$ cat src/rtl/mux_pkg.sv
// Shared definitions for the N-way registered multiplexer.
package mux_pkg;

   localparam logic MODE_FIXED = 1'b0;
   localparam logic MODE_RR    = 1'b1;

   // Occupancy of the one-entry output register.
   typedef enum logic {
      OUT_EMPTY = 1'b0,
      OUT_FULL  = 1'b1
   } out_state_t;

   // Next channel index after idx, wrapping from n-1 back to 0.
   function automatic int unsigned chan_inc(input int unsigned idx, input int unsigned n);
      return (idx + 1 >= n) ? 0 : idx + 1;
   endfunction

endpackage

$ cat src/rtl/rr_arbiter.sv
// Combinational round-robin arbiter: first requester at or after ptr wins.
module rr_arbiter
#(
   parameter int CHANNELS = 4,
   parameter int SEL_W    = $clog2(CHANNELS)
)
(
   input  logic [CHANNELS-1:0] req,
   input  logic [SEL_W-1:0]    ptr,
   output logic [CHANNELS-1:0] grant,
   output logic [SEL_W-1:0]    grant_idx,
   output logic                grant_any
);

   // Scan ptr, ptr+1, ... with wrap-around; the first active request is granted.
   always_comb begin
      int               c;
      logic [SEL_W-1:0] cidx;
      grant     = '0;
      grant_idx = '0;
      grant_any = 1'b0;
      c         = 0;
      cidx      = '0;
      for (int k = 0; k < CHANNELS; k++) begin
         c = int'(ptr) + k;
         if (c >= CHANNELS) c = c - CHANNELS;
         cidx = SEL_W'(c);
         if (!grant_any && req[cidx]) begin
            grant[cidx] = 1'b1;
            grant_idx   = cidx;
            grant_any   = 1'b1;
         end
      end
   end

endmodule

$ cat src/rtl/mux_nway_rr.sv
// Registered N-way multiplexer with fixed-select or round-robin arbitration
// and valid/ready handshakes on every input and on the output.
module mux_nway_rr
   import mux_pkg::*;
#(
   parameter int WIDTH    = 16,
   parameter int CHANNELS = 4,
   parameter int SEL_W    = $clog2(CHANNELS)
)
(
   input  logic                      clk,
   input  logic                      rst,
   input  logic                      mode,
   input  logic [SEL_W-1:0]          sel,
   input  logic [CHANNELS*WIDTH-1:0] in_data,
   input  logic [CHANNELS-1:0]       in_valid,
   output logic [CHANNELS-1:0]       in_ready,
   output logic [WIDTH-1:0]          out_data,
   output logic [SEL_W-1:0]          out_chan,
   output logic                      out_valid,
   input  logic                      out_ready
);

   out_state_t            state_p1, state_nxt;
   logic [WIDTH-1:0]      data_p1;
   logic [SEL_W-1:0]      chan_p1;
   logic [SEL_W-1:0]      rr_ptr;

   logic [CHANNELS-1:0]   rr_oh;
   logic [SEL_W-1:0]      rr_idx;
   logic                  rr_any;
   logic [CHANNELS-1:0]   fx_oh;
   logic [CHANNELS-1:0]   grant_oh;
   logic [SEL_W-1:0]      grant_idx;
   logic                  grant_any;
   logic                  vld_p1;
   logic                  can_load;
   logic                  load;
   logic [WIDTH-1:0]      sel_word;

   rr_arbiter #(.CHANNELS(CHANNELS), .SEL_W(SEL_W)) u_arb (
      .req       (in_valid),
      .ptr       (rr_ptr),
      .grant     (rr_oh),
      .grant_idx (rr_idx),
      .grant_any (rr_any)
   );

   // Fixed-mode eligibility; an out-of-range sel matches no channel, so nothing is granted.
   always_comb begin
      fx_oh = '0;
      for (int i = 0; i < CHANNELS; i++) begin
         if (sel == SEL_W'(i) && in_valid[i]) fx_oh[i] = 1'b1;
      end
   end

   assign grant_oh  = (mode == MODE_RR) ? rr_oh  : fx_oh;
   assign grant_idx = (mode == MODE_RR) ? rr_idx : sel;
   assign grant_any = (mode == MODE_RR) ? rr_any : (|fx_oh);

   assign vld_p1   = (state_p1 == OUT_FULL);
   assign can_load = !vld_p1 || out_ready;
   assign load     = can_load && grant_any;
   assign in_ready = (load && !rst) ? grant_oh : '0;

   // One-hot data select keeps unused channel slices out of the index path.
   always_comb begin
      sel_word = '0;
      for (int i = 0; i < CHANNELS; i++) begin
         if (grant_oh[i]) sel_word = sel_word | in_data[i*WIDTH +: WIDTH];
      end
   end

   // Output register occupancy: refill on pass-through, drain when nothing is granted.
   always_comb begin
      state_nxt = state_p1;
      if (can_load) begin
         state_nxt = grant_any ? OUT_FULL : OUT_EMPTY;
      end
   end

   // ---- stage p1: output register and round-robin pointer ----
   // Capture the granted word and advance the pointer past a round-robin winner.
   always_ff @(posedge clk or posedge rst) begin
      if (rst) begin
         state_p1 <= OUT_EMPTY;
         data_p1  <= '0;
         chan_p1  <= '0;
         rr_ptr   <= '0;
      end else begin
         state_p1 <= state_nxt;
         if (load) begin
            data_p1 <= sel_word;
            chan_p1 <= grant_idx;
            if (mode == MODE_RR) begin
               rr_ptr <= SEL_W'(chan_inc(32'(grant_idx), CHANNELS));
            end
         end
      end
   end

   assign out_valid = vld_p1;
   assign out_data  = data_p1;
   assign out_chan  = chan_p1;

endmodule

$ cat config.mk
export PLATFORM = sky130hd
export DESIGN_NAME = mux_nway_rr
export DESIGN_NICKNAME = d
export VERILOG_FILES = /design/src/rtl/mux_pkg.sv /design/src/rtl/rr_arbiter.sv /design/src/rtl/mux_nway_rr.sv
export SDC_FILE = /design/constraint.sdc
export NUM_CORES = 1
export LEC_CHECK = 0
export CAP_MARGIN = 30
export CORE_MARGIN = 2
export CORE_UTILIZATION = 35
export CTS_BUF_LIST = sky130_fd_sc_hd__clkbuf_8
export DETAILED_ROUTE_END_ITERATION = 6
export PLACE_DENSITY = 0.75
export SKIP_CTS_REPAIR_TIMING = 1
export SYNTH_ARGS = -nofsm -noshare
export SYNTH_HDL_FRONTEND = slang
export SYNTH_HIERARCHICAL = 1
export SYNTH_SLANG_ARGS = --single-unit
$ cat constraint.sdc
create_clock -name clk -period 7.9 [get_ports clk]
set_clock_uncertainty 0.1 [all_clocks]
set_input_delay 1.58 -clock clk [delete_from_list [all_inputs] [get_ports clk]]
set_output_delay 1.58 -clock clk [all_outputs]
set_load 0.1 [all_outputs]
* Yosys cells after proc, flatten, opt, wreduce, memory -nomap -nowiden *
Index checks and enable logic that the tools add are counted.

storage, ports and cells
  output and inout bits = 23
  bits in registers = 21
  bits of input ports = 74

operators by class
  muxes and demuxes = 46
  equal/unequal tests = 3
  $lt $le $gt $ge = 13
  reductions and logical operators = 22
  bitwise logic cells = 6
  $add $sub $neg = 8

operator list
  kind                 count
  $mux 16              4
  $or 16x16->16        3
  $mux 4               6
  $mux 2               10
  $mux 1               18
  $logic_and 1x1->1    13
  $ge 3x3->1 const B   4
  $lt 2x3->1 const B   4
  $or 4x4->4           3
  $bmux 1 s2           4
  $demux 1 s2          4
  $ge 2x1->1 const B   4
  $sub 2x1->2 const B  4
  $add 2x1->3 const B  2
  $add 2x2->3 const B  2
  $logic_not 1->1      5
  $eq 2x2->1 const B   2
  $reduce_or 4->1      1
  $ge 2x3->1 const B   1
  $eq 2x1->1 const B   1
  $logic_not 2->1      1
  $reduce_and 2->1     1
  $logic_or 1x1->1     1

* Longest topological paths before layout *
Gate-level depths: netlist (run 1).

  depth after elaboration = 22
  gate-level depth with buffers = 14
  depth with buffers taken out = 10

* Modules after synthesis *
The synthesis (run 1) kept the hierarchy.

by module, submodules not included
  module       sequential area each (um^2)  instances  area an instance (um^2)  cells each
  mux_nway_rr  525.5                        1          1502.7                   166
  rr_arbiter   0.0                          1          419.2                    45

* Least setup slack after synthesis (run 1) *
Ideal clock, no wire load.

  path type = input -> output
  start point = input port in_valid[2]
  end point = output port in_ready[3]
  data arrival time = 5.354 ns
  cell stages on the path = 10
  path buffers = 3
  data required time = 6.220 ns
  setup slack = 0.866 ns
  cell sequence = mux4_2 > buf_6 > nor4b_4 > a22oi_1 > o21ai_0 > and2_1 > buf_1 > buf_1 > nor2_1 > nor3_1

between the ends
  elaborated cells between the ends (all ways) = 33
  those cells by class = mux: 20; bitwise: 3; reduce/logical: 10

RTL lines
  element                       RTL line           source
  start, declared               mux_nway_rr.sv:16  input logic [CHANNELS-1:0] in_valid,
  $bmux 1 s2                    rr_arbiter.sv:28   if (!grant_any && req[cidx]) begin
  $mux 1 (not written as such)  rr_arbiter.sv:28
  $mux 1                        rr_arbiter.sv:28
  $logic_not 1->1               rr_arbiter.sv:28
  $logic_and 1x1->1             rr_arbiter.sv:28
  $mux 1                        rr_arbiter.sv:28
  $logic_not 1->1               rr_arbiter.sv:28
  $logic_and 1x1->1             rr_arbiter.sv:28
  $mux 1                        rr_arbiter.sv:28
  $logic_not 1->1               rr_arbiter.sv:28
  $logic_and 1x1->1             rr_arbiter.sv:28
  $mux 4 *                      rr_arbiter.sv:28
  net rr_oh[3]                  mux_nway_rr.sv:29  logic [CHANNELS-1:0] rr_oh;
  $mux 4 *                      mux_nway_rr.sv:57  assign grant_oh = (mode == MODE_RR) ? rr_oh : fx_oh;
  $mux 4 *                      mux_nway_rr.sv:64  assign in_ready = (load && !rst) ? grant_oh : '0;
  end, declared                 mux_nway_rr.sv:17  output logic [CHANNELS-1:0] in_ready,

Mark *: on every way through the listed nets, which the timed path passes. The rest lies on a longest branch. The select of a mux whose other input is x is not followed.

* Final worst setup path (run 1) *
  start point = input port in_valid[3]
  end point = output port in_ready[0]

The elaborated chain is that of the path after synthesis.

==> results of run 1 <==
[report_power, final]
part / switching (W) / internal, W
clock network: 0.0000327 / 0.0000346
registers: 0.0000418 / 0.000154
logic: 0.000557 / 0.000294
total: 0.000631 / 0.000483
[flip-flops by register name, summed over array words and instances (netlist names)]
name       flops
out_chan       2
out_data      16
out_valid      1
rr_ptr         2
[critical path, cell delays in order]
cell and delay, ns:
clkdlybuf4s50_1 0.51, mux4_2 0.66, nor4b_4 0.43, a22oi_1 0.10
o21ai_0 0.09, and2_0 0.69, nor2_1 0.08, nor3_1 0.19
buf_4 0.33
[routing by layer]
metal,routed length [microns],share of wire,GRT usage
met4,29,0.0048,0.0246
met5,0,0,0
met2,3000,0.49,0.354
met3,567,0.093,0.0448
met1,2500,0.41,0.233
[area by class of cell]
type / instances / area [sq um]
Fill cell: 492 / 2290
Tap cell: 70 / 87.6
Clock buffer: 3 / 41.3
Inverter: 5 / 18.8
Multi-Input combinational cell: 167 / 1270
Sequential cell: 21 / 526
Timing Repair Buffer: 98 / 966
Clock inverter: 1 / 3.75
[cell families after synthesis]
kind of cell	share of synthesized area
multiplexers	0.216
adder cells (fa/ha/maj)	0.0326
flip-flops	0.273
AND/OR/NAND/NOR	0.159
AO/OA/AOI/OAI	0.251
XOR/XNOR	0.00456
buffers and inverters	0.0631
[stage by stage]
step                      area, sq um   util
after global routing             2920  0.561
after floorplan                  1920      -
final                            2920  0.561
after global placement           2870  0.552
after detailed placement         2870  0.552
after CTS                        2920  0.561
[worst paths after layout]
check | startpoint | slack (ns) | depth (start not counted) | endpoint
worst max-delay path | in_valid[3] | 1.53 | 9 | in_ready[0]
worst min-delay path | out_data[8] | 0.41 | 1 | out_data[8]
worst max register to register | rr_ptr[0] | 4.32 | 10 | out_data[7]
worst min register to register | out_data[8] | 0.41 | 1 | out_data[8]
max in group asynchronous | rst | 5.43 | 2 | out_data[2]
min in group asynchronous | rst | 1.78 | 2 | out_chan[1]
[synth_stat cells, drive strengths merged, types with 2 or more instances]
library cell / count / area (sq um)
and4bb: 2 / 25.0
nor3: 5 / 25.0
nand4: 16 / 100
nand2: 4 / 15.0
nand2b: 2 / 15.0
and2: 4 / 25.0
buf: 10 / 72.6
nor4b: 2 / 38.8
o21ai: 72 / 372
a22oi: 8 / 60.1
inv: 5 / 18.8
clkbuf: 8 / 30.0
mux4: 5 / 120
ha: 5 / 62.6
nor2: 6 / 22.5
a21oi: 2 / 10.0
dfrtp: 21 / 526
mux2: 22 / 285
==> summary.txt, run 1 <==
LEAKAGE = 1.14 nW
Antenna Cells = 0
Final Non-Filler Cells = 365
first-pass GRT wire length = 9450 microns
port bufs = 96
total power draw = 0.00111 W
setup violators final = 0
first-pass iteration count of the detailed router = 5
GR Util All Layers = 0.192
Vias = 2024
I/O pins = 97
TritonCTS Buffers = 3
Hold Vio Cnt, Final = 0
Max Clk Rate = 0.157 GHz
dpl cells = 361
die width = 78.1 microns
synth-to-layout area growth = 51.8%
Chip Height = 78.1 microns
min cycle time layout = 6.37 ns
syn_nets = 290
period utilization = 0.806
Gate Count Post-Synth = 211
WL per Instance = 16.7 microns
htree depth = 1
Post-synth ARST share = 1.00
commonest non-fill, non-tap cell in the layout = clkdlybuf4s50_1
gp weighted congestion = 0.838
CTS sink cnt = 21
WP data required = 6.22 ns
hold slack = 0.407 ns
clock tree buffer depth = 2
DRT antenna net count = 0
Worst Path Arrival = 4.69 ns
Post-synth EDFFs = 0
HP Class = flip-flop to flip-flop
VDD IR max = 0.000232 V
vias per inst = 5.55
CP Max Fanout = 17
status = complete, no violations
setup total negative slack = 0 ns
CTS Root Cell = clkbuf_8
Synth Register Bits = 21
cell area after synthesis = 1920 sq um
PwrDens = 382 nW/um^2
GRT overflow = 0
layout net count = 375
CTS tree = done
clk slew on worst S/H paths = 0.07 ns
fin. max-slew vios = 0
total of max-cap violations = 0
FP Rows = 26
commonest non-fill, non-tap cells in the layout = clkdlybuf4s50_1, o21ai_0, dfrtp_1
top_reg_cell synth = dfrtp_1
sequential element share of the synthesized area = 0.273
Synth Warn # = 6
post-synth cell types = 40
CP Capture Type = output port
Slew headroom = 0.327
DIE AREA = 6100 sq um
RSZ-0062 raised after global routing = false
starting density of the core = 0.369
post-DP HPWL = 4470 microns
ratio of cells with drive above 1 in the final layout = 0.132
Residual DRC = 0
Crit Path Class = primary input to output port
Mean Syn Cell Area = 9.11 sq um
largest net degree at the start of global routing = 22
final worst slack = 1.53 ns
Worst Max-Slew Pin Slew = 1.01 ns
core area = 5200 sq um
clk_lat worst skew = 0.25 ns
vias in the first global route = 1955
initial antenna violation count = 0
pre-CTS setup slack = 1.53 ns
drt total wl = 6090 microns
Worst Setup Start Kind = primary input
initial DRC count = 100
Note: power is estimated with default switching activity, not from simulation.
==> run 2: changes to the inputs <==
Settings changed: PLACE_DENSITY 0.75 to 0.77.
Clock period 7.9 ns to 5.76 ns, I/O delays scaled along.
==> run 2 against run 1 <==
Critical path depth is the same. Via count grew 5.6%. Power grew 40%. Global-route usage grew 1.2 points. Sequential share of layout area shrank 0.60 points. Register-to-register slack lost 1.9 ns. Setup slack lost 0.67 ns.
==> summary.txt, run 2 (synthesis results as in run 1) <==
CTS sink cnt = 21 (unchanged)
first-pass iteration count of the detailed router = 4 (-1)
final worst slack = 0.861 ns (-0.672 ns)
drt total wl = 6540 microns (+7.4%)
ratio of cells with drive above 1 in the final layout = 0.161 (+0.0283)
setup total negative slack = 0 ns (unchanged)
first-pass GRT wire length = 10100 microns (+6.3%)
Sequential Area = 526 sq um (unchanged)
Max Clk Rate = 0.204 GHz
vias in the first global route = 2059 (+5.3%)
Worst Max-Slew Pin Slew = 1.02 ns (+0.0161 ns)
vias per inst = 5.79 (+4.4%)
WL per Instance = 17.7 microns (+6.2%)
Hold Vio Cnt, Final = 0 (unchanged)
CTS Root Cell = clkbuf_8
largest net degree at the start of global routing = 22 (unchanged)
Critical Path Source = in_valid[3]
fin area = 3020 sq um (+3.5%)
Worst Setup Start Kind = primary input
setup violators final = 0 (unchanged)
commonest non-fill, non-tap cells in the layout = clkdlybuf4s50_1, o21ai_0, dfrtp_1
hold slack = 0.407 ns (+0.000590 ns)
GR Util All Layers = 0.205 (+0.0123)
PwrDens = 518 nW/um^2 (+36%)
Final Util = 0.580 (+0.0195)
synth-to-layout area growth = 57.1%
cell area after placement = 2970 sq um (+3.5%)
clk_lat worst skew = 0.25 ns (about the same)
pre-CTS setup slack = 0.905 ns (-0.628 ns)
RSZ-0062 raised after global routing = false
Critical R2R Capture = out_data[3]
max FFs per register = 16 (unchanged)
min cycle time layout = 4.90 ns
die width = 78.1 microns (unchanged)
layout net count = 379 (+1.1%)
CP Capture Type = output port
Residual DRC = 0 (unchanged)
Worst Path Arrival = 3.65 ns (-1.04 ns)
gp weighted congestion = 0.891 (+6.3%)
Vias = 2137 (+5.6%)
WP data required = 4.51 ns (-1.71 ns)
period utilization = 0.851
setup slack, reg-to-reg = 2.41 ns (-1.91 ns)
post-DP HPWL = 4630 microns (+3.6%)
commonest non-fill, non-tap cell in the layout = clkdlybuf4s50_1
VDD IR max = 0.000310 V (+34%)
DRT antenna net count = 0 (unchanged)
DIE AREA = 6100 sq um (unchanged)
Chip Height = 78.1 microns (unchanged)
FP Rows = 26 (unchanged)
clock tree buffer depth = 2 (unchanged)
CTS tree = done
Slew headroom = 0.317 (-0.0107)
CP Max Fanout = 13 (-4)
GRT overflow = 0 (unchanged)
FF-to-FF Start = rr_ptr[0]
starting density of the core = 0.369 (unchanged)
Antenna Cells = 0 (unchanged)
TritonCTS Buffers = 3 (unchanged)
hold path endpoint = out_data[7]
fin. max-slew vios = 0 (unchanged)
Worst Hold Depth = 1 (unchanged)
LEAKAGE = 1.17 nW (+3.1%)
status = complete, no violations
HP Class = flip-flop to flip-flop
Crit Path Class = primary input to output port
fill count = 467 (-5.1%)
initial antenna violation count = 0 (unchanged)
Worst Hold Launch = out_data[7]
initial DRC count = 84 (-16%)
cells on worst reg2reg path = 11 (+1)
htree depth = 1 (unchanged)
area of the multi-input gates = 1290 sq um (+1.6%)
core area = 5200 sq um (unchanged)
I/O pins = 97 (unchanged)
port bufs = 96 (unchanged)
total of max-cap violations = 0 (unchanged)
clk slew on worst S/H paths = 0.08 ns (about the same)
-- run 2: worst max path at each step --
stage	endpoint	slack (ns)	depth (start not counted)
after global routing	in_ready[2]	0.71	9
after global placement	in_ready[0]	1.01	9
after CTS	in_ready[0]	0.90	9
after detailed placement	in_ready[0]	0.90	9
final	in_ready[0]	0.86	9
after floorplan	in_ready[3]	0.43	10
-- run 2: cell type report --
class | instances | share of cell area
multi-input combinational | 167 | 0.429
sequential | 21 | 0.174
inverter | 5 | 0.00622
clock buffer | 3 | 0.0137
tap | 70 | 0.0290
timing repair buffer | 102 | 0.346
clock inverter | 1 | 0.00166
-- run 2: metrics by stage --
stage	std cells	total power, W
2_1_floorplan	211	0.00118
3_3_place_gp	365	0.00145
3_5_place_dp	365	0.00146
4_1_cts	369	0.00156
5_1_grt	369	0.00165
6_report	369	0.00156
-- run 2: layer usage --
layer  track usage  routed length, microns
met5             0                       0
met4        0.0439                     110
met3        0.0816                     728
met2         0.345                    3140
met1         0.247                    2570
-- run 2: worst max-delay path, stage by stage --
cell and delay [ns]:
clkdlybuf4s50_1 0.51, mux4_2 0.66, nor4b_4 0.44, a22oi_1 0.12, o21ai_0 0.10, and2_0 0.19
nor2_1 0.06, nor3_2 0.19, buf_12 0.21
-- run 2: power breakdown --
part           switching (W)   total, W  internal (W)  leakage [nW]
Sequential         0.0000571   0.000269      0.000212         0.262
Combinational       0.000777    0.00120      0.000423         0.884
Clock              0.0000459  0.0000940     0.0000481        0.0255
==> run 3: changes to the inputs <==
Settings changed: CORE_UTILIZATION 35 to 38, PLACE_DENSITY 0.77 to 0.83, SETUP_SLACK_MARGIN set to 0.02.
==> run 3 against run 2 <==
Wire length fell by 3.3%. Via count fell by 1.2%. Final area fell by 0.41%. Worst hold slack barely moved. Count of clock-buffer cells in the layout did not move. Utilization rose by 4.8 points. Global-route usage rose by 1.3 points. First-iteration DRC count rose by 12%. Critical path type unchanged. Highest routed layer unchanged.
==> summary.txt, run 3 (synthesis results as in run 1) <==
setup total negative slack = 0 ns (unchanged)
CTS sink cnt = 21 (unchanged)
crit-path max cell delay = 0.66 ns (about the same)
final worst slack = 0.842 ns (-0.0193 ns)
first-pass iteration count of the detailed router = 4 (unchanged)
CP Max Fanout = 13 (unchanged)
clock tree buffer depth = 2 (unchanged)
largest net degree at the start of global routing = 22 (unchanged)
I/O pins = 97 (unchanged)
fill count = 422 (-9.6%)
Chip Height = 75.1 microns (-3.8%)
Vias = 2111 (-1.2%)
met3 WL post-DR = 629 microns (-14%)
TritonCTS Buffers = 3 (unchanged)
Hold Vio Cnt, Final = 0 (unchanged)
period utilization = 0.854 (+0.00335)
slowest CP cell = mux4_2
fin. max-slew vios = 0 (unchanged)
max FFs per register = 16 (unchanged)
WP data required = 4.51 ns (about the same)
vias per inst = 5.78 (-0.13%)
cell area after placement = 2960 sq um (-0.38%)
VDD IR max = 0.000412 V (+33%)
pre-CTS setup slack = 0.896 ns (-0.00928 ns)
Crit Path Class = primary input to output port
RSZ-0062 raised after global routing = false
min cycle time layout = 4.92 ns (+0.0193 ns)
gp weighted congestion = 0.839 (-5.8%)
Worst Path Arrival = 3.67 ns (+0.02 ns)
met2 routed WL = 3050 microns (-2.6%)
DRT antenna net count = 0 (unchanged)
core area = 4790 sq um (-8.1%)
vias in the first global route = 1983 (-3.7%)
CTS tree = done
layout net count = 378 (-0.26%)
HP Class = flip-flop to flip-flop
setup violators final = 0 (unchanged)
FP Rows = 25 (-3.8%)
GR Util All Layers = 0.217 (+0.0128)
CP Capture Type = output port
status = complete, no violations
GRT overflow = 0 (unchanged)
commonest non-fill, non-tap cells in the layout = clkdlybuf4s50_1, o21ai_0, dfrtp_1
worst path bufs/invs = 2 (unchanged)
die width = 75.1 microns (-3.8%)
Final Util = 0.628 (+0.0482)
total of max-cap violations = 0 (unchanged)
initial antenna violation count = 0 (unchanged)
WL per Instance = 17.3 microns (-2.2%)
WL met1 = 2630 microns (+2.3%)
Antenna Cells = 0 (unchanged)
commonest non-fill, non-tap cell in the layout = clkdlybuf4s50_1
CTS Root Cell = clkbuf_8
synth-to-layout area growth = 56.4%
Top Layer Used = met4
starting density of the core = 0.402 (+0.0323)
clk slew on worst S/H paths = 0.07 ns (about the same)
LEAKAGE = 1.17 nW (-0.34%)
Residual DRC = 0 (unchanged)
ratio of cells with drive above 1 in the final layout = 0.154 (-0.00617)
Worst Setup Start Kind = primary input
port bufs = 96 (unchanged)
DIE AREA = 5640 sq um (-7.5%)
initial DRC count = 94 (+12%)
first-pass GRT wire length = 9470 microns (-5.8%)
clk_lat worst skew = 0.25 ns (about the same)
critical path's top delay family = simple AND/OR/NAND/NOR gates
drt total wl = 6330 microns (-3.3%)
htree depth = 1 (unchanged)
Slew headroom = 0.326 (+0.00907)
Max Clk Rate = 0.203 GHz (-0.39%)
fin area = 3010 sq um (-0.41%)
crit-path cells = clkdlybuf4s50_1, mux4_2, nor4b_4, a22oi_1, o21ai_0, and2_1, nor2_1, nor3_2, buf_12
Worst Max-Slew Pin Slew = 1.01 ns (-0.0136 ns)
PwrDens = 520 nW/um^2 (+0.36%)
post-DP HPWL = 4610 microns (-0.50%)
[run 3: changes by cell type in the layout (fill, tap and decap cells not counted)]
cell | before | now
buf_4 | 6 | 5
clkinv_2 | 1 | 0
inv_1 | 5 | 6
[run 3: per-stage QoR]
| stage | power [W] | hold WS (ns) | cells |
|---|---|---|---|
| after CTS | 0.00156 | 0.412 | 365 |
| after detailed placement | 0.00147 | 0.396 | 361 |
| after floorplan | 0.00118 | 0.447 | 211 |
| after global routing | 0.00164 | 0.423 | 365 |
| after global placement | 0.00145 | 0.387 | 361 |
| final | 0.00156 | 0.407 | 365 |
[run 3: area by class of cell]
cell class                 instances  area, sq um  area share
multi-input combinational        167         1290       0.431
timing repair buffer             101         1040       0.345
sequential                        21          526       0.175
tap                               67         83.8      0.0279
clock buffer                       3         41.3      0.0137
inverter                           5         18.8     0.00624
clock inverter                     1         3.75     0.00125
[run 3: final timing paths]
| check | depth (start not counted) | slack, ns | from | endpoint |
|---|---|---|---|---|
| min in group asynchronous | 2 | 1.43 | rst | out_data[11] |
| worst min register to register | 1 | 0.41 | out_data[2] | out_data[2] |
| worst max-delay path | 9 | 0.84 | in_valid[3] | in_ready[1] |
| worst max register to register | 11 | 2.34 | rr_ptr[0] | out_data[13] |
| max in group asynchronous | 2 | 3.65 | rst | out_data[6] |
| worst min-delay path | 1 | 0.41 | out_data[2] | out_data[2] |
[run 3: metal layers]
metal  GRT usage  vias to the layer above
li1            -                      982
met1       0.269                     1029
met2       0.384                       98
met3      0.0669                        2
met4      0.0238                        0
met5           0                        -
[run 3: power by group]
group | internal (W) | switching, W
clock | 0.0000472 | 0.0000422
combinational | 0.000422 | 0.000779
sequential | 0.000212 | 0.0000597
total | 0.000681 | 0.000881
